**src/rtl/ysyx_22040759_dcache_axi_bridge_pkg.sv**
```systemverilog
// Shared types and constants for the dcache-to-AXI bridge.
// FSM encoding, AXI field constants and default widths.
package ysyx_22040759_axi_pkg;

  localparam int ADDR_W_DEF = 32;
  localparam int DATA_W_DEF = 64;

  localparam logic [1:0] AXI_BURST_INCR = 2'b01;
  localparam logic [1:0] AXI_RESP_OKAY  = 2'b00;

  typedef enum logic [5:0] {
    S_IDLE    = 6'b000001,
    S_RD_ADDR = 6'b000010,
    S_RD_DATA = 6'b000100,
    S_WR_REQ  = 6'b001000,
    S_WR_RESP = 6'b010000,
    S_DONE    = 6'b100000
  } state_e;

  function automatic logic resp_err(input logic [1:0] resp);
    return resp != AXI_RESP_OKAY;
  endfunction

endpackage

```
**src/rtl/ysyx_22040759_dcache_axi_bridge_if.sv**
```systemverilog
// AXI4 master-side bundle between the bridge and the SoC arbiter.
// Single-beat only; bridge uses master, memory side uses slave.
interface ysyx_22040759_dcache_axi_bridge_if #(
  parameter int ADDR_W = 32,
  parameter int DATA_W = 64,
  parameter int ID_W   = 4
);
  logic              axi_awvalid;
  logic              axi_awready;
  logic [ADDR_W-1:0] axi_awaddr;
  logic [ID_W-1:0]   axi_awid;
  logic [7:0]        axi_awlen;
  logic [2:0]        axi_awsize;
  logic [1:0]        axi_awburst;

  logic              axi_wvalid;
  logic              axi_wready;
  logic [DATA_W-1:0] axi_wdata;
  logic [DATA_W/8-1:0] axi_wstrb;
  logic              axi_wlast;

  logic              axi_bvalid;
  logic              axi_bready;
  logic [1:0]        axi_bresp;
  logic [ID_W-1:0]   axi_bid;

  logic              axi_arvalid;
  logic              axi_arready;
  logic [ADDR_W-1:0] axi_araddr;
  logic [ID_W-1:0]   axi_arid;
  logic [7:0]        axi_arlen;
  logic [2:0]        axi_arsize;
  logic [1:0]        axi_arburst;

  logic              axi_rvalid;
  logic              axi_rready;
  logic [DATA_W-1:0] axi_rdata;
  logic [1:0]        axi_rresp;
  logic              axi_rlast;
  logic [ID_W-1:0]   axi_rid;

  modport master (
    output axi_awvalid, axi_awaddr, axi_awid,
    output axi_awlen, axi_awsize, axi_awburst,
    input  axi_awready,
    output axi_wvalid, axi_wdata, axi_wstrb, axi_wlast,
    input  axi_wready,
    input  axi_bvalid, axi_bresp, axi_bid,
    output axi_bready,
    output axi_arvalid, axi_araddr, axi_arid,
    output axi_arlen, axi_arsize, axi_arburst,
    input  axi_arready,
    input  axi_rvalid, axi_rdata, axi_rresp,
    input  axi_rlast, axi_rid,
    output axi_rready
  );

  modport slave (
    input  axi_awvalid, axi_awaddr, axi_awid,
    input  axi_awlen, axi_awsize, axi_awburst,
    output axi_awready,
    input  axi_wvalid, axi_wdata, axi_wstrb, axi_wlast,
    output axi_wready,
    output axi_bvalid, axi_bresp, axi_bid,
    input  axi_bready,
    input  axi_arvalid, axi_araddr, axi_arid,
    input  axi_arlen, axi_arsize, axi_arburst,
    output axi_arready,
    output axi_rvalid, axi_rdata, axi_rresp,
    output axi_rlast, axi_rid,
    input  axi_rready
  );

endinterface

```
**src/rtl/ysyx_22040759_dcache_axi_bridge_strb.sv**
```systemverilog
// Write strobe from access size and byte offset.
// Offset is never realigned; bits shifted past lane 7 are dropped.
module ysyx_22040759_axi_strb (
  input  logic [2:0] size,
  input  logic [2:0] offset,
  output logic [7:0] strb
);

  logic [7:0] base;

  // Base mask by size, then shift into place within 8 bits.
  always_comb begin
    base = 8'h00;
    strb = 8'h00;
    unique case (size)
      3'd0: base = 8'h01;
      3'd1: base = 8'h03;
      3'd2: base = 8'h0F;
      default: base = 8'hFF;
    endcase
    if (size >= 3'd3) strb = 8'hFF;
    else              strb = base << offset;
  end

endmodule

```
**src/rtl/ysyx_22040759_dcache_axi_bridge.sv**
```systemverilog
// dcache memory port to single-beat AXI4 bridge.
// One outstanding transaction; completion is a one-cycle ready pulse.
module ysyx_22040759_dcache_axi_bridge
  import ysyx_22040759_axi_pkg::*;
#(
  parameter int ADDR_W = ADDR_W_DEF,
  parameter int DATA_W = DATA_W_DEF,
  parameter int ID_W   = 4,
  parameter logic [ID_W-1:0] AXI_ID = '0
) (
  input  logic              clk,
  input  logic              rst,
  input  logic              dcache_ram_valid,
  input  logic              dcache_ram_req,
  input  logic [ADDR_W-1:0] dcache_ram_addr,
  input  logic [DATA_W-1:0] dcache_ram_data_write,
  input  logic [2:0]        dcache_ram_size,
  output logic              ram_dcache_ready,
  output logic [DATA_W-1:0] ram_dcache_data_read,
  output logic              ram_dcache_err,
  ysyx_22040759_dcache_axi_bridge_if.master axi
);

  state_e state_q, state_d;

  logic [ADDR_W-1:0] addr_q;
  logic [DATA_W-1:0] wdata_q;
  logic [2:0]        size_q;
  logic              aw_done_q, w_done_q;
  logic [DATA_W-1:0] rdata_q;
  logic              err_q;

  logic arvalid, rready, awvalid, wvalid, bready;
  logic done, aw_hs, w_hs, r_hs, b_hs;
  logic [7:0] strb;

  // Single-outstanding: response IDs and rlast carry no information.
  logic unused_axi;
  assign unused_axi = ^{axi.axi_rlast, axi.axi_rid, axi.axi_bid};

  // State register; reset abandons any in-flight transaction.
  always_ff @(posedge clk or posedge rst) begin
    if (rst) state_q <= S_IDLE;
    else     state_q <= state_d;
  end

  // Next state and Moore-style channel valids/readies.
  always_comb begin
    state_d = state_q;
    arvalid = 1'b0;
    rready  = 1'b0;
    awvalid = 1'b0;
    wvalid  = 1'b0;
    bready  = 1'b0;
    done    = 1'b0;
    aw_hs   = 1'b0;
    w_hs    = 1'b0;
    unique case (state_q)
      S_IDLE: begin
        if (dcache_ram_valid)
          state_d = dcache_ram_req ? S_WR_REQ : S_RD_ADDR;
      end
      S_RD_ADDR: begin
        arvalid = 1'b1;
        if (axi.axi_arready) state_d = S_RD_DATA;
      end
      S_RD_DATA: begin
        rready = 1'b1;
        if (axi.axi_rvalid) state_d = S_DONE;
      end
      S_WR_REQ: begin
        awvalid = ~aw_done_q;
        wvalid  = ~w_done_q;
        aw_hs   = awvalid & axi.axi_awready;
        w_hs    = wvalid & axi.axi_wready;
        if ((aw_done_q | aw_hs) & (w_done_q | w_hs))
          state_d = S_WR_RESP;
      end
      S_WR_RESP: begin
        bready = 1'b1;
        if (axi.axi_bvalid) state_d = S_DONE;
      end
      S_DONE: begin
        done    = 1'b1;
        state_d = S_IDLE;
      end
      default: state_d = S_IDLE;
    endcase
  end

  assign r_hs = rready & axi.axi_rvalid;
  assign b_hs = bready & axi.axi_bvalid;

  // Request capture, only while idle.
  always_ff @(posedge clk or posedge rst) begin
    if (rst) begin
      addr_q  <= '0;
      wdata_q <= '0;
      size_q  <= '0;
    end else if (state_q == S_IDLE && dcache_ram_valid) begin
      addr_q  <= dcache_ram_addr;
      wdata_q <= dcache_ram_data_write;
      size_q  <= dcache_ram_size;
    end
  end

  // Per-channel write handshake tracking, cleared each new request.
  always_ff @(posedge clk or posedge rst) begin
    if (rst) begin
      aw_done_q <= 1'b0;
      w_done_q  <= 1'b0;
    end else if (state_q == S_IDLE) begin
      aw_done_q <= 1'b0;
      w_done_q  <= 1'b0;
    end else begin
      if (aw_hs) aw_done_q <= 1'b1;
      if (w_hs)  w_done_q  <= 1'b1;
    end
  end

  // Read data held from R handshake until the next one.
  always_ff @(posedge clk or posedge rst) begin
    if (rst)       rdata_q <= '0;
    else if (r_hs) rdata_q <= axi.axi_rdata;
  end

  // Error flag from whichever response ended the transaction.
  always_ff @(posedge clk or posedge rst) begin
    if (rst)       err_q <= 1'b0;
    else if (r_hs) err_q <= resp_err(axi.axi_rresp);
    else if (b_hs) err_q <= resp_err(axi.axi_bresp);
  end

  ysyx_22040759_axi_strb u_strb (
    .size   (size_q),
    .offset (addr_q[2:0]),
    .strb   (strb)
  );

  assign ram_dcache_ready     = done;
  assign ram_dcache_data_read = rdata_q;
  assign ram_dcache_err       = done & err_q;

  assign axi.axi_arvalid = arvalid;
  assign axi.axi_araddr  = addr_q;
  assign axi.axi_arid    = AXI_ID;
  assign axi.axi_arlen   = 8'd0;
  assign axi.axi_arsize  = size_q;
  assign axi.axi_arburst = AXI_BURST_INCR;
  assign axi.axi_rready  = rready;

  assign axi.axi_awvalid = awvalid;
  assign axi.axi_awaddr  = addr_q;
  assign axi.axi_awid    = AXI_ID;
  assign axi.axi_awlen   = 8'd0;
  assign axi.axi_awsize  = size_q;
  assign axi.axi_awburst = AXI_BURST_INCR;

  assign axi.axi_wvalid  = wvalid;
  assign axi.axi_wdata   = wdata_q;
  assign axi.axi_wstrb   = strb;
  assign axi.axi_wlast   = 1'b1;
  assign axi.axi_bready  = bready;

endmodule

```
**src/flat_wrapper.sv**
```systemverilog
// flat-port wrapper written by rule: the top's interface ports become plain ports
module ysyx_22040759_dcache_axi_bridge_flat import ysyx_22040759_axi_pkg::*;
#(
  parameter int ADDR_W = ADDR_W_DEF,
  parameter int DATA_W = DATA_W_DEF,
  parameter int ID_W   = 4,
  parameter logic [ID_W-1:0] AXI_ID = '0
)
  (clk, rst, dcache_ram_valid, dcache_ram_req, dcache_ram_addr, dcache_ram_data_write, dcache_ram_size, ram_dcache_ready, ram_dcache_data_read, ram_dcache_err, axi_axi_awvalid, axi_axi_awaddr, axi_axi_awid, axi_axi_awlen, axi_axi_awsize, axi_axi_awburst, axi_axi_awready, axi_axi_wvalid, axi_axi_wdata, axi_axi_wstrb, axi_axi_wlast, axi_axi_wready, axi_axi_bvalid, axi_axi_bresp, axi_axi_bid, axi_axi_bready, axi_axi_arvalid, axi_axi_araddr, axi_axi_arid, axi_axi_arlen, axi_axi_arsize, axi_axi_arburst, axi_axi_arready, axi_axi_rvalid, axi_axi_rdata, axi_axi_rresp, axi_axi_rlast, axi_axi_rid, axi_axi_rready);
  ysyx_22040759_dcache_axi_bridge_if #(.ADDR_W(ADDR_W), .DATA_W(DATA_W), .ID_W(ID_W)) axi_i ();
  input  logic clk;
  input  logic rst;
  input  logic dcache_ram_valid;
  input  logic dcache_ram_req;
  input  logic [ADDR_W-1:0] dcache_ram_addr;
  input  logic [DATA_W-1:0] dcache_ram_data_write;
  input  logic [2:0] dcache_ram_size;
  output logic ram_dcache_ready;
  output logic [DATA_W-1:0] ram_dcache_data_read;
  output logic ram_dcache_err;
  output wire logic [$bits(axi_i.axi_awvalid)-1:0] axi_axi_awvalid;
  output wire logic [$bits(axi_i.axi_awaddr)-1:0] axi_axi_awaddr;
  output wire logic [$bits(axi_i.axi_awid)-1:0] axi_axi_awid;
  output wire logic [$bits(axi_i.axi_awlen)-1:0] axi_axi_awlen;
  output wire logic [$bits(axi_i.axi_awsize)-1:0] axi_axi_awsize;
  output wire logic [$bits(axi_i.axi_awburst)-1:0] axi_axi_awburst;
  input wire logic [$bits(axi_i.axi_awready)-1:0] axi_axi_awready;
  output wire logic [$bits(axi_i.axi_wvalid)-1:0] axi_axi_wvalid;
  output wire logic [$bits(axi_i.axi_wdata)-1:0] axi_axi_wdata;
  output wire logic [$bits(axi_i.axi_wstrb)-1:0] axi_axi_wstrb;
  output wire logic [$bits(axi_i.axi_wlast)-1:0] axi_axi_wlast;
  input wire logic [$bits(axi_i.axi_wready)-1:0] axi_axi_wready;
  input wire logic [$bits(axi_i.axi_bvalid)-1:0] axi_axi_bvalid;
  input wire logic [$bits(axi_i.axi_bresp)-1:0] axi_axi_bresp;
  input wire logic [$bits(axi_i.axi_bid)-1:0] axi_axi_bid;
  output wire logic [$bits(axi_i.axi_bready)-1:0] axi_axi_bready;
  output wire logic [$bits(axi_i.axi_arvalid)-1:0] axi_axi_arvalid;
  output wire logic [$bits(axi_i.axi_araddr)-1:0] axi_axi_araddr;
  output wire logic [$bits(axi_i.axi_arid)-1:0] axi_axi_arid;
  output wire logic [$bits(axi_i.axi_arlen)-1:0] axi_axi_arlen;
  output wire logic [$bits(axi_i.axi_arsize)-1:0] axi_axi_arsize;
  output wire logic [$bits(axi_i.axi_arburst)-1:0] axi_axi_arburst;
  input wire logic [$bits(axi_i.axi_arready)-1:0] axi_axi_arready;
  input wire logic [$bits(axi_i.axi_rvalid)-1:0] axi_axi_rvalid;
  input wire logic [$bits(axi_i.axi_rdata)-1:0] axi_axi_rdata;
  input wire logic [$bits(axi_i.axi_rresp)-1:0] axi_axi_rresp;
  input wire logic [$bits(axi_i.axi_rlast)-1:0] axi_axi_rlast;
  input wire logic [$bits(axi_i.axi_rid)-1:0] axi_axi_rid;
  output wire logic [$bits(axi_i.axi_rready)-1:0] axi_axi_rready;
  assign axi_axi_awvalid = axi_i.axi_awvalid;
  assign axi_axi_awaddr = axi_i.axi_awaddr;
  assign axi_axi_awid = axi_i.axi_awid;
  assign axi_axi_awlen = axi_i.axi_awlen;
  assign axi_axi_awsize = axi_i.axi_awsize;
  assign axi_axi_awburst = axi_i.axi_awburst;
  assign axi_i.axi_awready = axi_axi_awready;
  assign axi_axi_wvalid = axi_i.axi_wvalid;
  assign axi_axi_wdata = axi_i.axi_wdata;
  assign axi_axi_wstrb = axi_i.axi_wstrb;
  assign axi_axi_wlast = axi_i.axi_wlast;
  assign axi_i.axi_wready = axi_axi_wready;
  assign axi_i.axi_bvalid = axi_axi_bvalid;
  assign axi_i.axi_bresp = axi_axi_bresp;
  assign axi_i.axi_bid = axi_axi_bid;
  assign axi_axi_bready = axi_i.axi_bready;
  assign axi_axi_arvalid = axi_i.axi_arvalid;
  assign axi_axi_araddr = axi_i.axi_araddr;
  assign axi_axi_arid = axi_i.axi_arid;
  assign axi_axi_arlen = axi_i.axi_arlen;
  assign axi_axi_arsize = axi_i.axi_arsize;
  assign axi_axi_arburst = axi_i.axi_arburst;
  assign axi_i.axi_arready = axi_axi_arready;
  assign axi_i.axi_rvalid = axi_axi_rvalid;
  assign axi_i.axi_rdata = axi_axi_rdata;
  assign axi_i.axi_rresp = axi_axi_rresp;
  assign axi_i.axi_rlast = axi_axi_rlast;
  assign axi_i.axi_rid = axi_axi_rid;
  assign axi_axi_rready = axi_i.axi_rready;
  ysyx_22040759_dcache_axi_bridge #(.ADDR_W(ADDR_W), .DATA_W(DATA_W), .ID_W(ID_W), .AXI_ID(AXI_ID)) u_core (.clk(clk), .rst(rst), .dcache_ram_valid(dcache_ram_valid), .dcache_ram_req(dcache_ram_req), .dcache_ram_addr(dcache_ram_addr), .dcache_ram_data_write(dcache_ram_data_write), .dcache_ram_size(dcache_ram_size), .ram_dcache_ready(ram_dcache_ready), .ram_dcache_data_read(ram_dcache_data_read), .ram_dcache_err(ram_dcache_err), .axi(axi_i));
endmodule
```
**config.mk**
```make
export PLATFORM = sky130hd
export DESIGN_NAME = ysyx_22040759_dcache_axi_bridge_flat
export DESIGN_NICKNAME = d
export VERILOG_FILES = /design/src/rtl/ysyx_22040759_dcache_axi_bridge_pkg.sv /design/src/rtl/ysyx_22040759_dcache_axi_bridge_if.sv /design/src/rtl/ysyx_22040759_dcache_axi_bridge_strb.sv /design/src/rtl/ysyx_22040759_dcache_axi_bridge.sv /design/src/flat_wrapper.sv
export SDC_FILE = /design/constraint.sdc
export NUM_CORES = 1
export LEC_CHECK = 0
export BUFFER_PORTS_ARGS = -buffer_cell sky130_fd_sc_hd__buf_2
export CAP_MARGIN = 20
export CORE_AREA = 2 2 167 169
export CTS_CLUSTER_SIZE = 40
export DETAILED_ROUTE_END_ITERATION = 12
export DIE_AREA = 0 0 169 171
export HOLD_SLACK_MARGIN = 0.05
export PLACE_DENSITY = 0.57
export SLEW_MARGIN = 10
export SYNTH_ARGS = -nofsm -noshare
export SYNTH_HDL_FRONTEND = slang
export SYNTH_SLANG_ARGS = --single-unit
```
**constraint.sdc**
```tcl
create_clock -name clk -period 4.9 [get_ports clk]
set_input_delay 0.245 -clock clk [delete_from_list [all_inputs] [get_ports clk]]
set_output_delay 0.245 -clock clk [all_outputs]
set_load 0.01 [all_outputs]
```
==> results of run 1 <==
-- path summary, 6_finish.rpt --
kind / depth (start not counted) / slack, ns / start / endpoint
min in group asynchronous: 3 / 0.08 / rst / u_core.axi.axi_araddr[1]
max in group asynchronous: 3 / 4.13 / rst / u_core.axi.axi_wdata[33]
max reg2reg: 3 / 2.39 / u_core.state_q[1] / u_core.ram_dcache_data_read[25]
min reg2reg: 1 / 0.49 / u_core.ram_dcache_data_read[50] / u_core.ram_dcache_data_read[50]
max: 3 / 2.39 / u_core.state_q[1] / u_core.ram_dcache_data_read[25]
min: 2 / 0.07 / dcache_ram_data_write[45] / u_core.axi.axi_wdata[45]
-- layout make-up --
class	instances	area, um^2
Clock buffer	17	425
Clock inverter	15	140
Fill cell	2574	15900
Inverter	6	26.3
Multi-Input combinational cell	260	2520
Sequential cell	172	4310
Tap cell	346	433
Timing Repair Buffer	551	3580
-- registers in the layout, indices dropped and copies added, names as in the netlist --
| register | flops |
|---|---|
| u_core.ram_dcache_data_read | 64 |
| u_core.err_q | 1 |
| u_core.w_done_q | 1 |
| u_core.axi.axi_arsize | 3 |
| u_core.axi.axi_wdata | 64 |
| u_core.state_q | 6 |
| u_core.axi.axi_araddr | 32 |
| u_core.aw_done_q | 1 |
-- kinds of logic (layout without fill, tap and decap cells) --
logic type | count (synthesis) | after routing | synth area share, %
AOI/OAI and AO/OA | 33 | 33 | 2.92
buffers and inverters | 93 | 589 | 9.83
DFF | 172 | 172 | 57.7
muxes | 164 | 164 | 26.3
other | 2 | 29 | 0.101
and+or+nand+nor | 34 | 34 | 3.17
-- metrics by stage --
| step | util (%) | power (mW) | cells | hold slack [ns] |
|---|---|---|---|---|
| detailed placement | 33.9 | 4.81 | 1175 | 0.462 |
| floorplan | - | 4.00 | 525 | 0.341 |
| global route | 41.8 | 6.61 | 1367 | 0.0527 |
| CTS | 41.8 | 6.27 | 1366 | 0.0520 |
| global placement | 33.9 | 4.77 | 1175 | 0.456 |
| finish | 41.8 | 6.22 | 1367 | 0.0723 |
-- cells in the mapped netlist, types with 2 or more instances --
master / count
sky130_fd_sc_hd__dfrtp_1: 171
sky130_fd_sc_hd__mux2_2: 119
sky130_fd_sc_hd__buf_4: 67
sky130_fd_sc_hd__mux2_4: 30
sky130_fd_sc_hd__mux2_1: 15
sky130_fd_sc_hd__a21oi_1: 7
sky130_fd_sc_hd__buf_6: 7
sky130_fd_sc_hd__nor2_1: 7
sky130_fd_sc_hd__o21ai_0: 7
sky130_fd_sc_hd__inv_1: 6
sky130_fd_sc_hd__and3b_1: 5
sky130_fd_sc_hd__a21o_1: 4
sky130_fd_sc_hd__buf_12: 4
sky130_fd_sc_hd__clkbuf_1: 4
sky130_fd_sc_hd__a31oi_1: 3
sky130_fd_sc_hd__buf_2: 3
sky130_fd_sc_hd__nand3_1: 3
sky130_fd_sc_hd__nor2b_1: 3
sky130_fd_sc_hd__o21bai_1: 3
sky130_fd_sc_hd__a221o_1: 2
sky130_fd_sc_hd__and2_1: 2
sky130_fd_sc_hd__conb_1: 2
sky130_fd_sc_hd__nand2_1: 2
sky130_fd_sc_hd__o2bb2ai_1: 2
-- worst max-delay path, stage by stage, from the launching register on --
cell and delay [ns]:
sky130_fd_sc_hd__dfrtp_1 0.44, sky130_fd_sc_hd__nor4_4 0.51, sky130_fd_sc_hd__and3_4 0.97, sky130_fd_sc_hd__mux2_2 0.43
-- where the power goes --
part           switching (mW)  leakage [nW]  total [mW]  internal [mW]
Clock                   0.618         0.272        1.33          0.709
Sequential              0.389          2.16        2.40           2.01
Combinational            1.18          3.41        2.49           1.31
Total                    2.19          5.85        6.22           4.02
-- per-layer routing --
layer | wire (um) | vias up
li1 | - | 2665
met1 | 7820 | 2759
met2 | 10900 | 231
met3 | 1400 | 19
met4 | 282 | 0
met5 | 0 | -
-- what timing repair did --
item / in CTS / in global routing
hold buffers: 159 / 1
endpoints found under the hold margin: 159 / 1
resized for setup: 0 / 0
==> out/summary.txt, run 1 <==
Status -> finished, final reports clean
Area Overhead vs Synth -> 53.2%
PwrDens -> 544 mW/mm^2
Type of destination of the critical path -> flop
Clock transition at the registers of the reported paths -> 0.07 ns
Critical path data required time -> 5.21 ns
Most common cell after layout, fill and taps aside -> sky130_fd_sc_hd__buf_2
Residual antenna-violating net count after detailed routing -> 0
Count of boundary I/O pins -> 427
Initial antenna violation count -> 0
Final Instance Area -> 0.0114 mm^2
Max frequency -> 398 MHz
Biggest fanout along the worst timing path -> 66
Area share of the largest cell type after synthesis -> 57.4%
Area inside the core boundary -> 0.0273 mm^2
Number of DRC violations after detailed-routing iteration 0 -> 202
Rows -> 61
Static leakage power -> 5.85 nW
GRT met2 Usage -> 25.2%
Global-route usage over all layers -> 13.7%
Clock tree from TritonCTS -> built
Die area -> 0.0289 mm^2
Floorplan die height -> 171 um
Fraction of final layout cells sized beyond drive strength 1 -> 56.6%
Overall routed net length -> 20,400 um
Max-cap check violation count -> 0
Post-synth top area cell -> sky130_fd_sc_hd__dfrtp_1
Met3 track demand over resource in global routing -> 4.44%
Classification of the worst-slack hold path -> input pin to flop
Synth Cell Area -> 0.00746 mm^2
WP data arrival -> 2.82 ns
Met1 routing resource usage after global routing -> 14.9%
Total number of vias -> 5,674
Unrepaired setup endpoints after global routing -> false
Initial cell density of the core -> 27.3%
Busiest metal layer after global routing -> met2
Vias in the first global route -> 5,896
Cell at the root of the clock tree -> sky130_fd_sc_hd__clkbuf_16
Critical Path Source Type -> flop
Most frequent cells in the layout -> sky130_fd_sc_hd__buf_2, sky130_fd_sc_hd__dfrtp_1, sky130_fd_sc_hd__dlygate4sd3_1
Antenna Cells -> 0
Setup slack after layout -> 2.39 ns
HPWL after detailed placement -> 13,200 um
Total CTS buffers -> 17
Post-layout min period -> 2.51 ns
Average vias per placed instance -> 4.15
Part of the Yosys area used for sequential elements -> 57.7%
Slew at the pin closest to its max-slew limit -> 1.05 ns
Avg Synthesized Cell Area -> 15.0 um^2
Highest ir drop seen on vdd -> 0.318 mV
Final Skew -> 0.00857 ns
Buffer count from post-CTS setup fixing -> 0
Post-synth cell types -> 44
Placed Instance Area -> 0.00926 mm^2
Cells after Synth -> 498
Worst setup path class -> flop to flop
Maximum number of pins on one net before global-route repair -> 173
Number of buffers added on ports -> 388
Final worst path period share -> 51.3%
Drt first pass iters -> 4
Max-Slew Margin vs Limit -> 29.9%
Number of nets in the layout -> 1,193
Worst skew pair latency -> 0.43 ns
Cell types with the largest area share after synthesis -> sky130_fd_sc_hd__dfrtp_1, sky130_fd_sc_hd__mux2_2, sky130_fd_sc_hd__buf_4
Global-route wire length before repair -> 30,900 um
Yosys Warn Count -> 0
Number of slew-limit violations in the final report -> 0
Fraction of registers with async set/reset -> 100%
DIE WIDTH -> 169 um
Clock Sink Count -> 172
Drt drc -> 0
Finish-stage setup viols -> 0
Max clock buf depth -> 2
Top FF cell, synth -> sky130_fd_sc_hd__dfrtp_1
TNS Setup -> 0 ns
Overflow left after global routing -> 0
Number of enable-type register cells in the synthesized netlist -> 0
Pre-CTS WS -> 2.38 ns
Routability cong. -> 0.736
CTS HTree Levels -> 4
Routed length per instance -> 14.9 um
Final Hold Violating Endpoints -> 0
Count of state elements after synthesis -> 172
Note: power is estimated with default switching activity, not from simulation.
==> run 2, diff against run 1 <==
--- a/config.mk
+++ b/config.mk
@@ -7,12 +7,12 @@
 export LEC_CHECK = 0
 export BUFFER_PORTS_ARGS = -buffer_cell sky130_fd_sc_hd__buf_2
 export CAP_MARGIN = 20
-export CORE_AREA = 2 2 167 169
+export CORE_AREA = 2 2 164 166
 export CTS_CLUSTER_SIZE = 40
 export DETAILED_ROUTE_END_ITERATION = 12
-export DIE_AREA = 0 0 169 171
+export DIE_AREA = 0 0 166 168
 export HOLD_SLACK_MARGIN = 0.05
-export PLACE_DENSITY = 0.57
+export PLACE_DENSITY = 0.56
 export SLEW_MARGIN = 10
 export SYNTH_ARGS = -nofsm -noshare
 export SYNTH_HDL_FRONTEND = slang
==> constraint.sdc (replaced) <==
create_clock -name clk -period 2.5 [get_ports clk]
set_input_delay 0.125 -clock clk [delete_from_list [all_inputs] [get_ports clk]]
set_output_delay 0.125 -clock clk [all_outputs]
set_load 0.01 [all_outputs]
==> out/summary.txt, run 2 (synthesized netlist as in run 1, its figures left out) <==
Max clock buf depth -> 2
Total number of vias -> 5,757
Vias in the first global route -> 6,225
Clock transition at the registers of the reported paths -> 0.07 ns
DIE WIDTH -> 166 um
Biggest fanout along the worst timing path -> 7
Fraction of final layout cells sized beyond drive strength 1 -> 56.0%
Static leakage power -> 5.95 nW
HPWL after detailed placement -> 13,600 um
WP data arrival -> 2.73 ns
Worst setup path class -> flop to flop
Count of non-filler cells in the finished layout -> 1,382
Type of destination of the critical path -> flop
P_sw -> 4.33 mW
Resize count post-CTS -> 0
Post-layout min period -> 2.38 ns
Area inside the core boundary -> 0.0264 mm^2
Area Overhead vs Synth -> 56.1%
Residual antenna-violating net count after detailed routing -> 0
PwrDens -> 1050 mW/mm^2
Routed length per instance -> 14.7 um
Count of boundary I/O pins -> 427
Worst skew pair latency -> 0.42 ns
Number of slew-limit violations in the final report -> 0
Cell internal power dissipation -> 7.88 mW
Fraction of power consumed by combinational cells -> 40.3%
Number of DRC violations after detailed-routing iteration 0 -> 162
Classification of the worst-slack hold path -> input pin to async pin
Unrepaired setup endpoints after global routing -> false
Final Hold Violating Endpoints -> 0
Initial antenna violation count -> 0
Overflow left after global routing -> 0
Highest ir drop seen on vdd -> 0.512 mV
Number of cell instances on the worst register-to-register path -> 6
Clk pwr share -> 21.2%
Endpoint of the most critical setup path -> u_core.err_q
Terminus of the critical flop-to-flop path -> u_core.err_q
Status -> finished, final reports clean
Floorplan die height -> 168 um
Slack of the worst reg-to-reg path -> 0.12 ns
Number of nets in the layout -> 1,213
Drt first pass iters -> 4
Average vias per placed instance -> 4.17
Drt drc -> 0
Clock Sink Count -> 172
Finish-stage setup viols -> 0
Beginning of the critical path -> u_core.state_q[1]
Global-route usage over all layers -> 14.4%
Max-Slew Margin vs Limit -> 41.7%
Pre-CTS WS -> 0.560 ns
Most frequent cells in the layout -> sky130_fd_sc_hd__buf_2, sky130_fd_sc_hd__dlygate4sd3_1, sky130_fd_sc_hd__dfrtp_1
Number of buffers added on ports -> 388
Final worst path period share -> 95.1%
Maximum number of pins on one net before global-route repair -> 69
CTS HTree Levels -> 4
Total placed cells including tap cells -> 1,176
Clock tree from TritonCTS -> built
Filler cell count in the final layout -> 2,420
Initial cell density of the core -> 28.3%
Sw frac -> 35.5%
Final Skew -> 0.0142 ns
Rows -> 60
Die area -> 0.0279 mm^2
Cell at the root of the clock tree -> sky130_fd_sc_hd__clkbuf_16
Most common cell after layout, fill and taps aside -> sky130_fd_sc_hd__buf_2
R2r startpoint -> u_core.state_q[1]
Critical path data required time -> 2.85 ns
Slew at the pin closest to its max-slew limit -> 0.874 ns
Setup slack after layout -> 0.123 ns
Critical Path Source Type -> flop
TNS Setup -> 0 ns
Routability cong. -> 0.733
Total CTS buffers -> 17
Antenna Cells -> 0
Flop pwr share -> 38.5%
Global-route wire length before repair -> 32,600 um
Overall routed net length -> 20,400 um
Max frequency -> 421 MHz
Max-cap check violation count -> 0
-- run 2: changes by cell type in the layout (fill, tap and decap cells not counted), moves of 2 or more --
cell,change
sky130_fd_sc_hd__buf_12,+3
sky130_fd_sc_hd__buf_4,+3
sky130_fd_sc_hd__clkinv_2,-3
sky130_fd_sc_hd__clkinv_4,-2
sky130_fd_sc_hd__dlygate4sd3_1,+14
sky130_fd_sc_hd__inv_6,+3
sky130_fd_sc_hd__inv_8,+2
-- run 2: per-stage QoR --
stage | utilization [%] | hold slack [ns] | instance area, um^2 | total power, mW
after floorplan | - | 0.221 | 7560 | 7.83
after global placement | 35.4 | 0.195 | 9340 | 9.39
after detailed placement | 35.4 | 0.191 | 9340 | 9.47
after CTS | 44.2 | 0.288 | 11600 | 12.4
after global routing | 44.2 | 0.345 | 11600 | 13.0
final | 44.2 | 0.318 | 11600 | 12.2
-- run 2: how the worst min path moves through the flow --
| stage | startpoint | to | slack, ns | depth (start not counted) |
|---|---|---|---|---|
| after global placement | rst | u_core.ram_dcache_data_read[9] | 0.20 | 2 |
| after floorplan | dcache_ram_req | u_core.state_q[1] | 0.22 | 1 |
| final | rst | u_core.ram_dcache_data_read[9] | 0.32 | 3 |
| after CTS | rst | u_core.axi.axi_araddr[31] | 0.29 | 3 |
| after detailed placement | rst | u_core.ram_dcache_data_read[9] | 0.19 | 2 |
| after global routing | rst | u_core.axi.axi_araddr[31] | 0.34 | 3 |
-- run 2: layer usage --
| metal | vias to the layer above | global-route usage [%] | wire [um] |
|---|---|---|---|
| met4 | 0 | 4.31 | 371 |
| met3 | 24 | 4.02 | 1340 |
| met5 | - | 0 | 0 |
| met1 | 2794 | 16.2 | 7980 |
| li1 | 2701 | - | - |
| met2 | 238 | 26.6 | 10700 |
-- run 2: area by class of cell --
class	instances	area, um^2	area share, %
multi-input combinational	260	2520	21.7
clock inverter	13	119	1.02
inverter	6	26.3	0.226
clock buffer	19	443	3.80
sequential	172	4310	37.0
tap	341	427	3.66
timing repair buffer	571	3800	32.6
-- run 2: power by group through the flow --
stage          sequential, mW  combinational [mW]  clock (mW)
6_report                 4.70                4.92        2.58
3_3_place_gp             4.69                4.70           0
2_1_floorplan            5.14                2.69           0
3_5_place_dp             4.74                4.73           0
4_1_cts                  4.70                4.96        2.70
5_1_grt                  4.89                5.31        2.81
-- run 2: worst max-delay path, cell delays in order, from the launching register on --
cell and delay [ns]:
sky130_fd_sc_hd__dfrtp_1 0.44, sky130_fd_sc_hd__nor4_4 0.32, sky130_fd_sc_hd__buf_4 0.20, sky130_fd_sc_hd__o2111ai_1 0.12, sky130_fd_sc_hd__dlygate4sd3_1 0.59, sky130_fd_sc_hd__o31ai_1 0.07
sky130_fd_sc_hd__dlygate4sd3_1 0.58
-- run 2: timing repair --
action | in CTS | in global routing
setup buffers | 0 | 0
hold buffers | 174 | 0
endpoints found under the hold margin | 188 | 0
setup endpoints to repair | 0 | 0
